<file path="config.mk">
export PLATFORM = sky130hd
export DESIGN_NAME = alu16_seq_ctrl
export DESIGN_NICKNAME = d
export VERILOG_FILES = /design/src/rtl/alu16_seq_ctrl.sv
export SDC_FILE = /design/constraint.sdc
export NUM_CORES = 1
export LEC_CHECK = 0
export BUFFER_PORTS_ARGS = -buffer_cell sky130_fd_sc_hd__buf_2
export CAP_MARGIN = 20
export CORE_MARGIN = 1.5
export CORE_UTILIZATION = 45
export CTS_CLUSTER_SIZE = 20
export DETAILED_ROUTE_END_ITERATION = 10
export PLACE_DENSITY = 0.74
export RECOVER_POWER = 25
export SLEW_MARGIN = 20
export SYNTH_ARGS = -nofsm -noshare
export SYNTH_HDL_FRONTEND = slang
export SYNTH_SLANG_ARGS = --single-unit
</file>
<file path="constraint.sdc">
create_clock -name clk -period 1.7 [get_ports clk]
set_input_delay 0.085 -clock clk [delete_from_list [all_inputs] [get_ports clk]]
set_output_delay 0.085 -clock clk [all_outputs]
set_load 0.03 [all_outputs]
</file>
<file path="src/rtl/alu16_seq_ctrl.sv">
// Cycle-by-cycle control sequencer for the 16-bit A/M/Q ALU datapath:
// single-cycle ADD/SUB, radix-2 Booth signed multiply, non-restoring unsigned divide.
module alu16_seq_ctrl #(
    parameter int WIDTH = 16,
    parameter int CNT_W = 5
) (
    input  logic             clk,
    input  logic             rst,
    input  logic             start,
    input  logic [1:0]       op,
    input  logic             q0,
    input  logic             qm1,
    input  logic             a_msb,
    output logic             ld_m,
    output logic             ld_a_bus,
    output logic             ld_q,
    output logic             clr_a,
    output logic             ld_a,
    output logic             alu_sub,
    output logic             asr,
    output logic             shl,
    output logic             q_set,
    output logic             qbit,
    output logic             busy,
    output logic             done,
    output logic [CNT_W-1:0] cnt,
    output logic [3:0]       dbg_state
);

    typedef enum logic [3:0] {
        S_IDLE, S_LOAD_M, S_LOAD_X, S_EXEC, S_MUL_CHK, S_MUL_SHIFT,
        S_DIV_SHIFT, S_DIV_OP, S_DIV_Q, S_DIV_FIX, S_DONE
    } state_t;

    state_t           state_q, state_d;
    logic [CNT_W-1:0] cnt_q, cnt_d;
    logic [1:0]       op_q, op_d;
    logic             sgn_q, sgn_d;

    always_ff @(posedge clk) begin
        if (rst) begin
            state_q <= S_IDLE;
            cnt_q   <= '0;
            op_q    <= '0;
            sgn_q   <= 1'b0;
        end else begin
            state_q <= state_d;
            cnt_q   <= cnt_d;
            op_q    <= op_d;
            sgn_q   <= sgn_d;
        end
    end

    // Handshake: start is a one-cycle request taken only in IDLE (no ready, no queue);
    // the caller watches busy and waits for the one-cycle done pulse.
    always_comb begin
        state_d  = state_q;
        cnt_d    = cnt_q;
        op_d     = op_q;
        sgn_d    = sgn_q;
        ld_m     = 1'b0;
        ld_a_bus = 1'b0;
        ld_q     = 1'b0;
        clr_a    = 1'b0;
        ld_a     = 1'b0;
        alu_sub  = 1'b0;
        asr      = 1'b0;
        shl      = 1'b0;
        q_set    = 1'b0;
        qbit     = 1'b0;
        done     = 1'b0;
        busy     = (state_q != S_IDLE) && (state_q != S_DONE);
        case (state_q)
            S_IDLE: begin
                if (start) begin
                    op_d    = op;
                    state_d = S_LOAD_M;
                end
            end
            S_LOAD_M: begin
                ld_m    = 1'b1;
                state_d = S_LOAD_X;
            end
            S_LOAD_X: begin
                if (!op_q[1]) begin
                    ld_a_bus = 1'b1;
                    state_d  = S_EXEC;
                end else begin
                    ld_q    = 1'b1;
                    clr_a   = 1'b1;
                    cnt_d   = CNT_W'(WIDTH);
                    state_d = op_q[0] ? S_DIV_SHIFT : S_MUL_CHK;
                end
            end
            S_EXEC: begin
                ld_a    = 1'b1;
                alu_sub = op_q[0];
                state_d = S_DONE;
            end
            S_MUL_CHK: begin
                // Booth pair 10 subtracts M, 01 adds M, 00/11 just shift
                if (q0 != qm1) begin
                    ld_a    = 1'b1;
                    alu_sub = q0;
                end
                state_d = S_MUL_SHIFT;
            end
            S_MUL_SHIFT: begin
                asr = 1'b1;
                if (cnt_q != '0) cnt_d = cnt_q - CNT_W'(1);
                state_d = (cnt_q <= CNT_W'(1)) ? S_DONE : S_MUL_CHK;
            end
            S_DIV_SHIFT: begin
                sgn_d   = a_msb;
                shl     = 1'b1;
                state_d = S_DIV_OP;
            end
            S_DIV_OP: begin
                ld_a    = 1'b1;
                alu_sub = ~sgn_q;
                state_d = S_DIV_Q;
            end
            S_DIV_Q: begin
                q_set = 1'b1;
                qbit  = ~a_msb;
                if (cnt_q != '0) cnt_d = cnt_q - CNT_W'(1);
                state_d = (cnt_q <= CNT_W'(1)) ? S_DIV_FIX : S_DIV_SHIFT;
            end
            S_DIV_FIX: begin
                // Negative remainder after the last step gets M added back
                if (a_msb) ld_a = 1'b1;
                state_d = S_DONE;
            end
            S_DONE: begin
                done    = 1'b1;
                state_d = S_IDLE;
            end
            default: state_d = S_IDLE;
        endcase
    end

    assign cnt       = cnt_q;
    assign dbg_state = state_q;

endmodule
</file>
# After elaboration in Yosys (flattened, before gate mapping)
# Cells that the tools add are included.
[word_totals]
elab_cells = 57
regBits = 12
inputBits = 8
output_inout_bits = 21
[classes]
n_eq_ne = 15
order_cmp = 1
n_mux = 24
add_sub_neg = 1
n_reduce_logical = 10
bitwise_logic = 2
[op_table]
columns = ["operator", "count"]
rows = [
  ["$pmux 4 s9", 1],
  ["$eq 4x3->1 const B", 4],
  ["$mux 1", 13],
  ["$eq 4x4->1 const B", 3],
  ["$mux 4", 3],
  ["$mux 5", 2],
  ["$pmux 5 s2", 1],
  ["$eq 4x2->1 const B", 2],
  ["$pmux 1 s3", 2],
  ["$reduce_or 2->1", 3],
  ["$le 5x1->1 const B", 1],
  ["$reduce_bool 5->1", 1],
  ["$sub 5x1->5 const B", 1],
  ["$eq 4x1->1 const B", 1],
  ["$logic_not 4->1", 1],
  ["$ne 2x2->1 const B", 2],
  ["$ne 4x4->1 const B", 1],
  ["$reduce_bool 4->1", 1],
  ["$mux 3", 1],
  ["$reduce_and 3->1", 1],
  ["$mux 2", 1],
  ["$ne 2x1->1 const B", 1],
  ["$not 1->1", 2],
  ["$reduce_and 2->1", 1],
  ["other kinds (3)", 3],
]

# Logic depth before layout (Yosys ltp)
[logic_depth]
depth_word = 4
ltp_mapped = 6

# Least setup slack after synthesis
# Ideal clock, no wire load.
[synth_timing]
path_type = "register to register"
from = "reg state_q[3] (netlist: dbg_state[3])"
to = "reg cnt_q[4] (netlist: cnt[4])"
t_arrival_ns = 1.907
slack_ns = -0.281
synth_period_minus_slack_ns = 1.981
setup_time_ns = 0.074
path_stages_with_launch = 6
path_cell_list = "dfxtp_1 > buf_4 > nor4b_4 > o21ai_2 > or3_1 > a31oi_1"
[synth_via]
elab_chain_len = 4
[synth_lines]
columns = ["element", "line_no", "source"]
rows = [
  ["start, declared", "35", "state_t state_q, state_d;"],
  ["start signal, assigned", "47", "state_q <= state_d;"],
  ["$eq 4x4->1 or $eq 4x3->1 (tied branches)", "73", "case (state_q)"],
  ["$reduce_or 2->1 (no source line)", "n/a", ""],
  ["$ne 2x1->1 (no source line) or $reduce_bool 2->1 (tied branches)", "n/a", ""],
  ["$reduce_and 3->1 (no source line)", "n/a", ""],
  ["end signal, assigned", "48", "cnt_q <= cnt_d;"],
  ["end, declared", "36", "logic [CNT_W-1:0] cnt_q, cnt_d;"],
]
# Parallel ways exist; a longest one is shown, timed or not.
# A chain may end at the register's enable or synchronous reset.

# Worst setup path after layout
[layout_timing]
from = "reg state_q[2] (netlist: dbg_state[2])"
to = "out qbit"
[layout_via]
elab_chain_len = 2
[layout_lines]
columns = ["element", "line_no", "source"]
rows = [
  ["$eq 4x4->1", "73", ""],
  ["$mux 1", "73", ""],
  ["end, declared", "23", "output logic qbit,"],
]
# No other way between the ends.

==> run_results.csv <==
group,metric,value,unit
placement,gp_congestion,0.825,
clocking,postCtsSetupBuffers,0,
power,swShare,34.0,%
placement,placed_cells,152,
synthesis,ys.flop_type,"dfxtp_1",
synthesis,synth_cell_types,34,
power,cell_internal_pwr,508,uW
route,routed_wl,1920,um
setup_path,end_kind,"output pin",
clocking,cts_tree,"yes",
die,die_width,45.3,um
layout,antenna_cells,0,
synthesis,synth_edf_count,0,
placement,dp_hpwl,1450,um
route,drc,0,
placement,port_buffers,28,
synthesis,synth.avg_cell_area,8.03,sq um
sta,worst_slew_pin_slew,422,ps
layout,utilization,59.9,%
flow_run,maxCapViolCount,0,
synthesis,syn_area,803,sq um
power,power_leakage,0.000478,uW
route,wl_met3,93,um
setup_path,worstPathArrival,1520,ps
die,die_h,45.3,um
setup_path,cp_slowest_cell,"dfxtp_2",
setup_path,critPathMaxFanout,16,
layout,syn2layout_area_growth,27.4,%
sta,fin_crit,1600,ps
layout,finalNonFillerCells,156,
die,io_pins,29,
layout,fillers,163,
grt,antenna_found_initial,0,
outcome,status,"finished, final reports clean",
layout,fin_area,1020,sq um
placement,placed_area,987,sq um
grt,grt_util_all_layers,18.6,%
route,antenna_left,0,
die,core_area,1710,sq um
clocking,cts.sinks,12,
setup_path,slowest_delay,410,ps
sta,slew_violations,0,
clocking,cts_buffers,3,
sta,fmax,0.623,GHz
grt,grt_pass1_wl,2730,um
setup_path,crit_required,1620,ps
route,vias,826,
layout,multi_input_area,515,sq um
setup_path,cp-start-kind,"flip-flop",
synthesis,netlist_instances,100,
hold_path,holdCritPathClass,"in2reg",
synthesis,synth_nets,112,
sta,fin_skew,6.90,ps
grt,grt_pass1_vias,638,
power,switchingPower,262,uW
sta,final-hold-violation-count,0,
power,pwr-share-seq,42.0,%
route,via_per_inst,5.29,
die,start_util,47.0,%
clocking,cts.clk_slew.worst_paths,80,ps
synthesis,synthArstFlopShare,0,%
route,wl_met2,921,um
route,dr.pass1.iters,4,
power,ir_drop,437,uV
power,combPwrFrac,28.5,%
sta,rsz0062_at_grt,"no",
synthesis,yosysSeqAreaShare,29.9,%
setup_path,worstPathCellList,"nor4b_4, buf_4, nor2b_2, buf_2",
clocking,clockBufferDepth,2,
route,wl_met1,890,um
layout,fin_nets,144,
clocking,clock_latency,270,ps
sta,period_share,94.4,%
route,wl_per_cell,12.3,um
setup_path,path_buf_inv,2,
die,dieArea,2050,sq um
setup_path,crit_type,"reg2out",
sta,whs,58.5,ps
route,highest_layer,"met4",
sta,setup_viol,0,
route,drtIter0Drc,23,
power,power_density,753,nW/um^2
clocking,root_buffer,"clkbuf_4",
grt,grt_max_degree,17,
clocking,htree_levels,1,
grt,grt_overflow,0,
layout,layout-drive-gt1-share,30.5,%
sta,relSlewSlack,71.9,%
power,pwr-share-clk,29.5,%
synthesis,ys_ff_latch,12,
synthesis,ys_warn_count,0,
sta,setup_tns,0,ps
layout,seqCellArea,248,sq um
die,row_count,15,
setup_path,cpLargestDelayFamily,"simple AND/OR/NAND/NOR gates",
==> metal layers <==
metal	global-route usage, %	up-vias
met5	0	-
met4	5.88	0
met3	6.00	2
met2	29.4	26
met1	23.9	379
li1	-	419
==> Yosys cell counts (all sizes together) (2+ instances only) <==
| cell type | count | area share, % |
|---|---|---|
| a31oi | 4 | 3.1 |
| clkbuf | 3 | 1.4 |
| nand3 | 3 | 1.9 |
| and3 | 2 | 1.6 |
| dfxtp | 12 | 30 |
| inv | 8 | 3.7 |
| or3 | 3 | 2.3 |
| o21ai | 4 | 3.0 |
| nor2b | 2 | 1.6 |
| o211ai | 3 | 2.8 |
| mux2i | 5 | 6.2 |
| buf | 2 | 1.9 |
| ha | 4 | 6.2 |
| nand2 | 10 | 4.7 |
| xor2 | 3 | 3.3 |
| nor2 | 13 | 6.1 |
| nor3 | 3 | 1.9 |
| a21oi | 2 | 1.2 |
==> sequential cells by signal, indices dropped and copies added, names as in the netlist <==
name and cells:
cnt 5, dbg_state 4, op_q 2, sgn_q 1
==> logic make-up after synthesis <==
kind of cell / count (synthesis) / share of synthesized area [%]
and+or+nand+nor: 42 / 28.7
AOI/OAI and AO/OA: 20 / 17.6
buffers and inverters: 13 / 7.01
DFF: 12 / 29.9
muxes: 5 / 6.23
xor gates and xnor gates: 4 / 4.36
adders and majority gates: 4 / 6.23
==> power by group through the flow <==
| stage | combinational [uW] | clock [uW] | sequential, uW |
|---|---|---|---|
| global route | 237 | 246 | 326 |
| CTS | 217 | 238 | 321 |
| detailed placement | 216 | 0 | 327 |
| finish | 219 | 228 | 324 |
| global placement | 213 | 0 | 328 |
| floorplan | 143 | 0 | 334 |
==> area by class of cell <==
class	count	area share (%)
multi-input combinational	75	50.4
inverter	8	2.93
tap	25	3.06
timing repair buffer	32	15.9
sequential	12	24.2
clock buffer	4	3.55
==> per-stage QoR <==
step           power (uW)  setup WS [ps]
2_1_floorplan         477          -59.3
3_5_place_dp          543           73.1
5_1_grt               810           21.9
3_3_place_gp          541            176
4_1_cts               776           4.52
6_report              770           95.7
==> placed cells by master (no fill, tap or decap), types with 4 or more instances in the layout <==
master,Yosys,final
nor2_1,13,12
mux2i_1,5,5
dfxtp_1,12,8
clkbuf_1,3,6
buf_4,2,4
ha_1,4,4
inv_1,8,8
a31oi_1,4,4
nand2_1,10,10
buf_2,0,22
==> path summary, 6_finish.rpt <==
check,startpoint,end,slack [ps],depth (start not counted)
hold reg to reg,sgn_q$_SDFFE_PP0P_,sgn_q$_SDFFE_PP0P_,510,2
setup reg to reg,cnt[0]$_SDFFE_PP0P_,cnt[4]$_SDFFE_PP0P_,110,6
setup / recovery,dbg_state[2]$_SDFFE_PP0P_,qbit,100,4
hold / removal,op[0],op_q[0]$_SDFFE_PP0P_,60,3
==> what timing repair did <==
item	CTS	global route
hold buffers	0	0
gates resized for setup	0	3
setup endpoints to repair	0	7
==> worst reg2reg max path: cells and delay by family (launching register included) <==
family          cells  cell delay, ps
simple gates        1             470
buf+inv             1             120
compound gates      3             430
flops               1             340
fa+ha+maj           1             150
Note: power is estimated with default switching activity, not from simulation.
